$ cat src/rtl/mod3_controle_rega_pkg.sv
// Shared state and mode codes for the irrigation sequencer and its status display.
// Latency: n/a (declarations only).
// Backpressure: n/a.
package mod3_controle_rega_pkg;

    typedef enum logic [2:0] {
        ST_IDLE  = 3'd0,
        ST_PRIME = 3'd1,
        ST_RUN   = 3'd2,
        ST_COOL  = 3'd3,
        ST_FAULT = 3'd4
    } state_t;

    localparam logic MODE_VS = 1'b1;  // sprinkler
    localparam logic MODE_BS = 1'b0;  // drip

endpackage

$ cat src/rtl/mod3_controle_rega_timer.sv
// Tick counter for the sequencer.
// Latency: count updates one clock after tick.
// Backpressure: none. Clear beats tick. Count saturates at sat_val.
//
// Ports: clear   - zero the count (state change)
//        tick    - timebase pulse, increments count
//        sat_val - ceiling the count never exceeds
//        term_val - terminal value for done
//        count   - current tick count
//        done    - count == term_val (combinational)
module rega_timer #(
    parameter int CNT_W = 8
) (
    input  logic             clk,
    input  logic             rst_n,
    input  logic             clear,
    input  logic             tick,
    input  logic [CNT_W-1:0] sat_val,
    input  logic [CNT_W-1:0] term_val,
    output logic [CNT_W-1:0] count,
    output logic             done
);

    always_ff @(posedge clk or negedge rst_n) begin
        if (!rst_n) begin
            count <= '0;
        end else if (clear) begin
            count <= '0;
        end else if (tick && (count < sat_val)) begin
            count <= count + CNT_W'(1);
        end
    end

    assign done = (count == term_val);

endmodule

$ cat src/rtl/mod3_controle_rega.sv
// Irrigation sequencer: prime pump, timed valve run, cool-down, latched conflict fault.
// Latency: all outputs are flops, updated one clock after the inputs that cause them.
// Backpressure: none. Level requests are sampled every clock; timing counts tick pulses.
//
// Ports: clk, rst_n (async active-low), tick (timebase enable),
//        vs_req / bs_req (sprinkler / drip requests), tank_low (inhibit pump),
//        pump, valve_vs, valve_bs (actuators), busy, fault, state (status).
module mod3_controle_rega
    import mod3_controle_rega_pkg::*;
#(
    parameter int PRIME_TICKS = 3,
    parameter int MIN_TICKS   = 10,
    parameter int MAX_TICKS   = 60,
    parameter int COOL_TICKS  = 5,
    parameter int CNT_W       = 8
) (
    input  logic       clk,
    input  logic       rst_n,
    input  logic       tick,
    input  logic       vs_req,
    input  logic       bs_req,
    input  logic       tank_low,
    output logic       pump,
    output logic       valve_vs,
    output logic       valve_bs,
    output logic       busy,
    output logic       fault,
    output logic [2:0] state
);

    localparam logic [CNT_W-1:0] PRIME_LAST = CNT_W'(PRIME_TICKS - 1);
    localparam logic [CNT_W-1:0] MAX_LAST   = CNT_W'(MAX_TICKS - 1);
    localparam logic [CNT_W-1:0] COOL_LAST  = CNT_W'(COOL_TICKS - 1);
    localparam logic [CNT_W-1:0] MIN_VAL    = CNT_W'(MIN_TICKS);
    localparam logic [CNT_W-1:0] MAX_VAL    = CNT_W'(MAX_TICKS);

    state_t           state_q, state_nxt;
    logic             mode_q, mode_nxt;
    logic [CNT_W-1:0] cnt;
    logic [CNT_W-1:0] term_val;
    logic             cnt_done;
    logic             cnt_clear;
    logic             both_req;
    logic             mode_req;
    logic             tick_done;

    assign both_req  = vs_req & bs_req;
    assign mode_req  = (mode_q == MODE_VS) ? vs_req : bs_req;
    assign tick_done = tick & cnt_done;
    // The tick on a transition edge belongs to the old state; the new one starts at 0.
    assign cnt_clear = (state_nxt != state_q);

    always_comb begin
        term_val = MAX_LAST;
        case (state_q)
            ST_PRIME: term_val = PRIME_LAST;
            ST_COOL:  term_val = COOL_LAST;
            default:  term_val = MAX_LAST;
        endcase
    end

    rega_timer #(
        .CNT_W (CNT_W)
    ) u_timer (
        .clk      (clk),
        .rst_n    (rst_n),
        .clear    (cnt_clear),
        .tick     (tick),
        .sat_val  (MAX_VAL),
        .term_val (term_val),
        .count    (cnt),
        .done     (cnt_done)
    );

    always_comb begin
        state_nxt = state_q;
        mode_nxt  = mode_q;
        case (state_q)
            ST_IDLE: begin
                if (both_req) begin
                    state_nxt = ST_FAULT;
                end else if (tank_low) begin
                    state_nxt = ST_IDLE;
                end else if (vs_req) begin
                    state_nxt = ST_PRIME;
                    mode_nxt  = MODE_VS;
                end else if (bs_req) begin
                    state_nxt = ST_PRIME;
                    mode_nxt  = MODE_BS;
                end
            end
            ST_PRIME: begin
                // A dropped request still completes priming; RUN then exits at the minimum.
                if (tank_low)       state_nxt = ST_COOL;
                else if (both_req)  state_nxt = ST_FAULT;
                else if (tick_done) state_nxt = ST_RUN;
            end
            ST_RUN: begin
                // The other mode's request alone is ignored until this cycle ends.
                if (tank_low)                           state_nxt = ST_COOL;
                else if (both_req)                      state_nxt = ST_FAULT;
                else if (tick_done)                     state_nxt = ST_COOL;
                else if ((cnt >= MIN_VAL) && !mode_req) state_nxt = ST_COOL;
            end
            ST_COOL: begin
                if (tick_done) state_nxt = ST_IDLE;
            end
            ST_FAULT: begin
                if (!vs_req && !bs_req) state_nxt = ST_COOL;
            end
            default: state_nxt = ST_FAULT;
        endcase
    end

    // Outputs are decoded from the next state so they change on the same edge as state.
    always_ff @(posedge clk or negedge rst_n) begin
        if (!rst_n) begin
            state_q  <= ST_IDLE;
            mode_q   <= MODE_BS;
            pump     <= 1'b0;
            valve_vs <= 1'b0;
            valve_bs <= 1'b0;
            busy     <= 1'b0;
            fault    <= 1'b0;
        end else begin
            state_q  <= state_nxt;
            mode_q   <= mode_nxt;
            pump     <= (state_nxt == ST_PRIME) || (state_nxt == ST_RUN);
            valve_vs <= (state_nxt == ST_RUN) && (mode_nxt == MODE_VS);
            valve_bs <= (state_nxt == ST_RUN) && (mode_nxt == MODE_BS);
            busy     <= (state_nxt != ST_IDLE);
            fault    <= (state_nxt == ST_FAULT);
        end
    end

    assign state = state_q;

endmodule

$ cat config.mk
export PLATFORM = sky130hd
export DESIGN_NAME = mod3_controle_rega
export DESIGN_NICKNAME = d
export VERILOG_FILES = /design/src/rtl/mod3_controle_rega_pkg.sv /design/src/rtl/mod3_controle_rega_timer.sv /design/src/rtl/mod3_controle_rega.sv
export SDC_FILE = /design/constraint.sdc
export NUM_CORES = 1
export LEC_CHECK = 0
export ABC_CLOCK_PERIOD_IN_PS = 2600
export CORE_MARGIN = 1
export CORE_UTILIZATION = 56
export CTS_BUF_LIST = sky130_fd_sc_hd__clkbuf_4 sky130_fd_sc_hd__clkbuf_8
export DETAILED_ROUTE_END_ITERATION = 10
export PLACE_DENSITY = 0.87
export SLEW_MARGIN = 5
export SYNTH_ARGS = -nofsm -noshare
export SYNTH_HDL_FRONTEND = slang
export SYNTH_SLANG_ARGS = --single-unit
$ cat constraint.sdc
create_clock -name clk -period 2.6 [get_ports clk]
set_clock_uncertainty 0.05 [all_clocks]
set_input_delay 0.52 -clock clk [delete_from_list [all_inputs] [get_ports clk]]
set_output_delay 0.52 -clock clk [all_outputs]
set_load 0.05 [all_outputs]
==> key figures <==
Logic synthesis
  • Top FF cell, synth: dfrtp_1
  • Yosys Warn Count: 0
  • Area contributors post-synth: dfrtp_1, nor2_1, a21oi_1
  • Seq cells post-synth: 17
  • Top-area cell type share of the netlist area: 38.7%
  • Area leader, netlist: dfrtp_1
  • Post-synth ARST share: 100%
  • Unique cell type count in the Yosys netlist: 43
  • Syn nets: 127
  • Mapped Avg Cell Area: 9.24 um2
  • Synth Cell Area: 1100 um2
  • Mapped Cells: 119
  • Sequential cell area fraction in the yosys report: 38.7%
  • EDFF count, synth: 0

Routing
  • Drt drc: 0
  • DRC marker count from the first detailed-route iteration: 19
  • Final wirelength: 2.19 mm
  • WL per Instance: 14.0 um
  • Routed vias/inst: 5.85
  • DR vias: 913
  • Pre-Repair DR Iteration Count: 4
  • ANT nets after route: 0

Power
  • Total internal power: 0.000629 W
  • Peak VDD IR: 504 uV
  • Leakage: 0.534 nW
  • Pwr Density: 963 nW/um2
  • Tot Pwr: 0.00120 W
  • Sw power: 0.000576 W
  • Sw frac: 47.8%
  • Combinational group share of total power: 52.0%
  • Register share of total power: 35.9%
  • Clk pwr share: 12.1%

Cells and area
  • Filler cells: 148
  • Multi-input gate area: 614 um2
  • Share of cells above drive strength 1: 12.2%
  • Sequential Area: 425 um2
  • ANT cells: 0
  • Final Non-Filler Cells: 156
  • Final nets: 140
  • Layout overhead on the synthesized area: 13.8%

CTS
  • Clock Tree Root: clkbuf_4
  • Longest Clk Path Bufs: 2
  • Post-CTS setup repair buffer count: 0
  • Resize count post-CTS: 0
  • Clock Latency Late Sink: 300 ps
  • CTS tree: built
  • Cts bufs inserted: 3
  • CTS Sinks: 17
  • Post-CTS Hold Fix Bufs: 0
  • Clock slew at the register clock pins of the worst setup and hold paths: 100 ps
  • H-Tree Depth: 1

Placement
  • Placed instance count: 152
  • GPL Wtd Cong: 0.872
  • PortBufs: 13
  • Post-DP HPWL: 1.71 mm

Timing
  • FMAX: 423 MHz
  • Crit share post-route: 91.0%
  • Total Neg Setup Slack: 0 ps
  • Slew Limit Headroom: 48.5%
  • Final setup viols: 0
  • Worst-margin pin slew: 771 ps
  • Final Hold Fails: 0
  • Final Slew Violations: 0
  • Post-layout minimum cycle time: 2370 ps
  • RSZ-0062 raised after global routing: false

Worst setup path
  • Critical-path top delay cell: clkdlybuf4s50_1
  • CP Cell Sequence: clkdlybuf4s50_1
  • Element type at the critical path end: primary output
  • Worst path max stage delay: 890 ps
  • Crit path max-delay family: buffers and inverters
  • CP Max Fanout: 14
  • Crit path launch type: register
  • Crit path arrival time: 1800 ps
  • Worst Path Buf+Inv: 1
  • CP required: 2030 ps
  • Setup Crit Path Kind: reg -> out

Global routing
  • Largest net degree at the start of global routing: 18
  • Met3 Use GR: 2.75%
  • Met1 usage: 29.7%
  • Antenna violations before repair: 0
  • Grt met2 use: 39.7%
  • First-pass GRT wire length: 3.52 mm
  • GR peak layer: met2
  • Total GRT Usage: 23.6%
  • Vias in the first global route: 810
  • Global route total overflow: 0

Floorplanning
  • Die Area: 2150 um2
  • Die H: 46.3 um
  • # IOs: 14
  • Core area: 1780 um2
  • Row cnt: 15
  • Initial core utilization: 61.7%
  • Die X: 46.3 um

Status
  • Outcome: finished clean

Worst hold path
  • Worst hold path class: reg -> reg

Job
  • Max Cap Violations: 0
cell usage in the layout, fill, tap and decap left out, types with 2 or more instances in the layout:
cell              n
clkdlybuf4s50_1  13
and2b_1           2
o21ai_0           7
nor2b_1           2
inv_1             6
and3_1            2
dfrtp_1          17
nor2_1           15
nand2_1          10
nor3b_2           2
clkbuf_4          3
nand2b_1          2
a41oi_1           2
mux2i_1           2
a211oi_2          3
xor2_1            3
ha_1              2
nand3_1           3
nand3b_1          3
a21oi_1           8
power by group through the flow:
| stage | Clock (W) | Sequential (W) | Combinational [W] |
|---|---|---|---|
| final | 0.000146 | 0.000432 | 0.000626 |
| after global routing | 0.000158 | 0.000446 | 0.000682 |
| after CTS | 0.000147 | 0.000433 | 0.000633 |
| after detailed placement | 0 | 0.000437 | 0.000631 |
| after global placement | 0 | 0.000433 | 0.000614 |
| after floorplan | 0 | 0.000538 | 0.000373 |
final cells by class:
cell class | instances | area share, %
multi-input combinational | 91 | 49.1
sequential | 17 | 34.0
timing repair buffer | 13 | 10.4
tap | 25 | 2.50
clock buffer | 3 | 1.80
inverter | 6 | 1.80
clock inverter | 1 | 0.400
layer usage:
layer  vias up  part of all wire (%)
met5         -                     0
met4         0                   1.5
met3         4                   3.4
met2        21                    51
met1       434                    44
li1        454                     -
synth_stat cells, types with 2 or more instances:
library cell / instances
nor2_1: 15
xor2_1: 3
mux2i_1: 2
nor3b_2: 2
ha_1: 2
nand3_1: 3
dfrtp_1: 17
nand2_1: 10
buf_2: 3
and3_1: 2
and2b_1: 2
buf_6: 2
a21oi_1: 8
nand3b_1: 3
o21ai_0: 7
a41oi_1: 2
nor2b_1: 2
inv_1: 6
nand2b_1: 2
a211oi_2: 3
logic make-up after synthesis:
group | after synthesis | share of synthesized area [%]
AOI/OAI and AO/OA | 32 | 21.4
xor gates and xnor gates | 4 | 3.19
adders and majority gates | 2 | 2.27
buffers and inverters | 11 | 5.46
DFF | 17 | 38.7
muxes | 2 | 1.82
and+or+nand+nor | 51 | 27.2
path summary, 6_finish.rpt:
check | startpoint | end | slack [ps] | depth (start not counted)
max in group asynchronous | rst_n | pump | 1400 | 1
worst min register to register | u_timer.count[7] | u_timer.count[7] | 470 | 2
worst max-delay path | state[1] | state[1] | 230 | 1
worst min-delay path | u_timer.count[7] | u_timer.count[7] | 470 | 2
min in group asynchronous | rst_n | fault | 610 | 1
worst max register to register | u_timer.count[0] | u_timer.count[1] | 480 | 8
sequential cells by signal, summed over array words and instances, names as in the netlist:
signal and cells:
busy 1, fault 1, mode_q 1, pump 1, state 3, u_timer.count 8, valve_bs 1, valve_vs 1
through the flow:
| stage | setup slack, ps | hold WS, ps | util, % | area, um2 |
|---|---|---|---|---|
| global route | 145 | 508 | 70.2 | 1250 |
| floorplan | 615 | 174 | - | 1100 |
| finish | 234 | 471 | 70.2 | 1250 |
| CTS | 227 | 469 | 70.2 | 1250 |
| detailed placement | 144 | 454 | 68.6 | 1220 |
| global placement | 154 | 455 | 68.6 | 1220 |
Note: power is estimated with default switching activity, not from simulation.
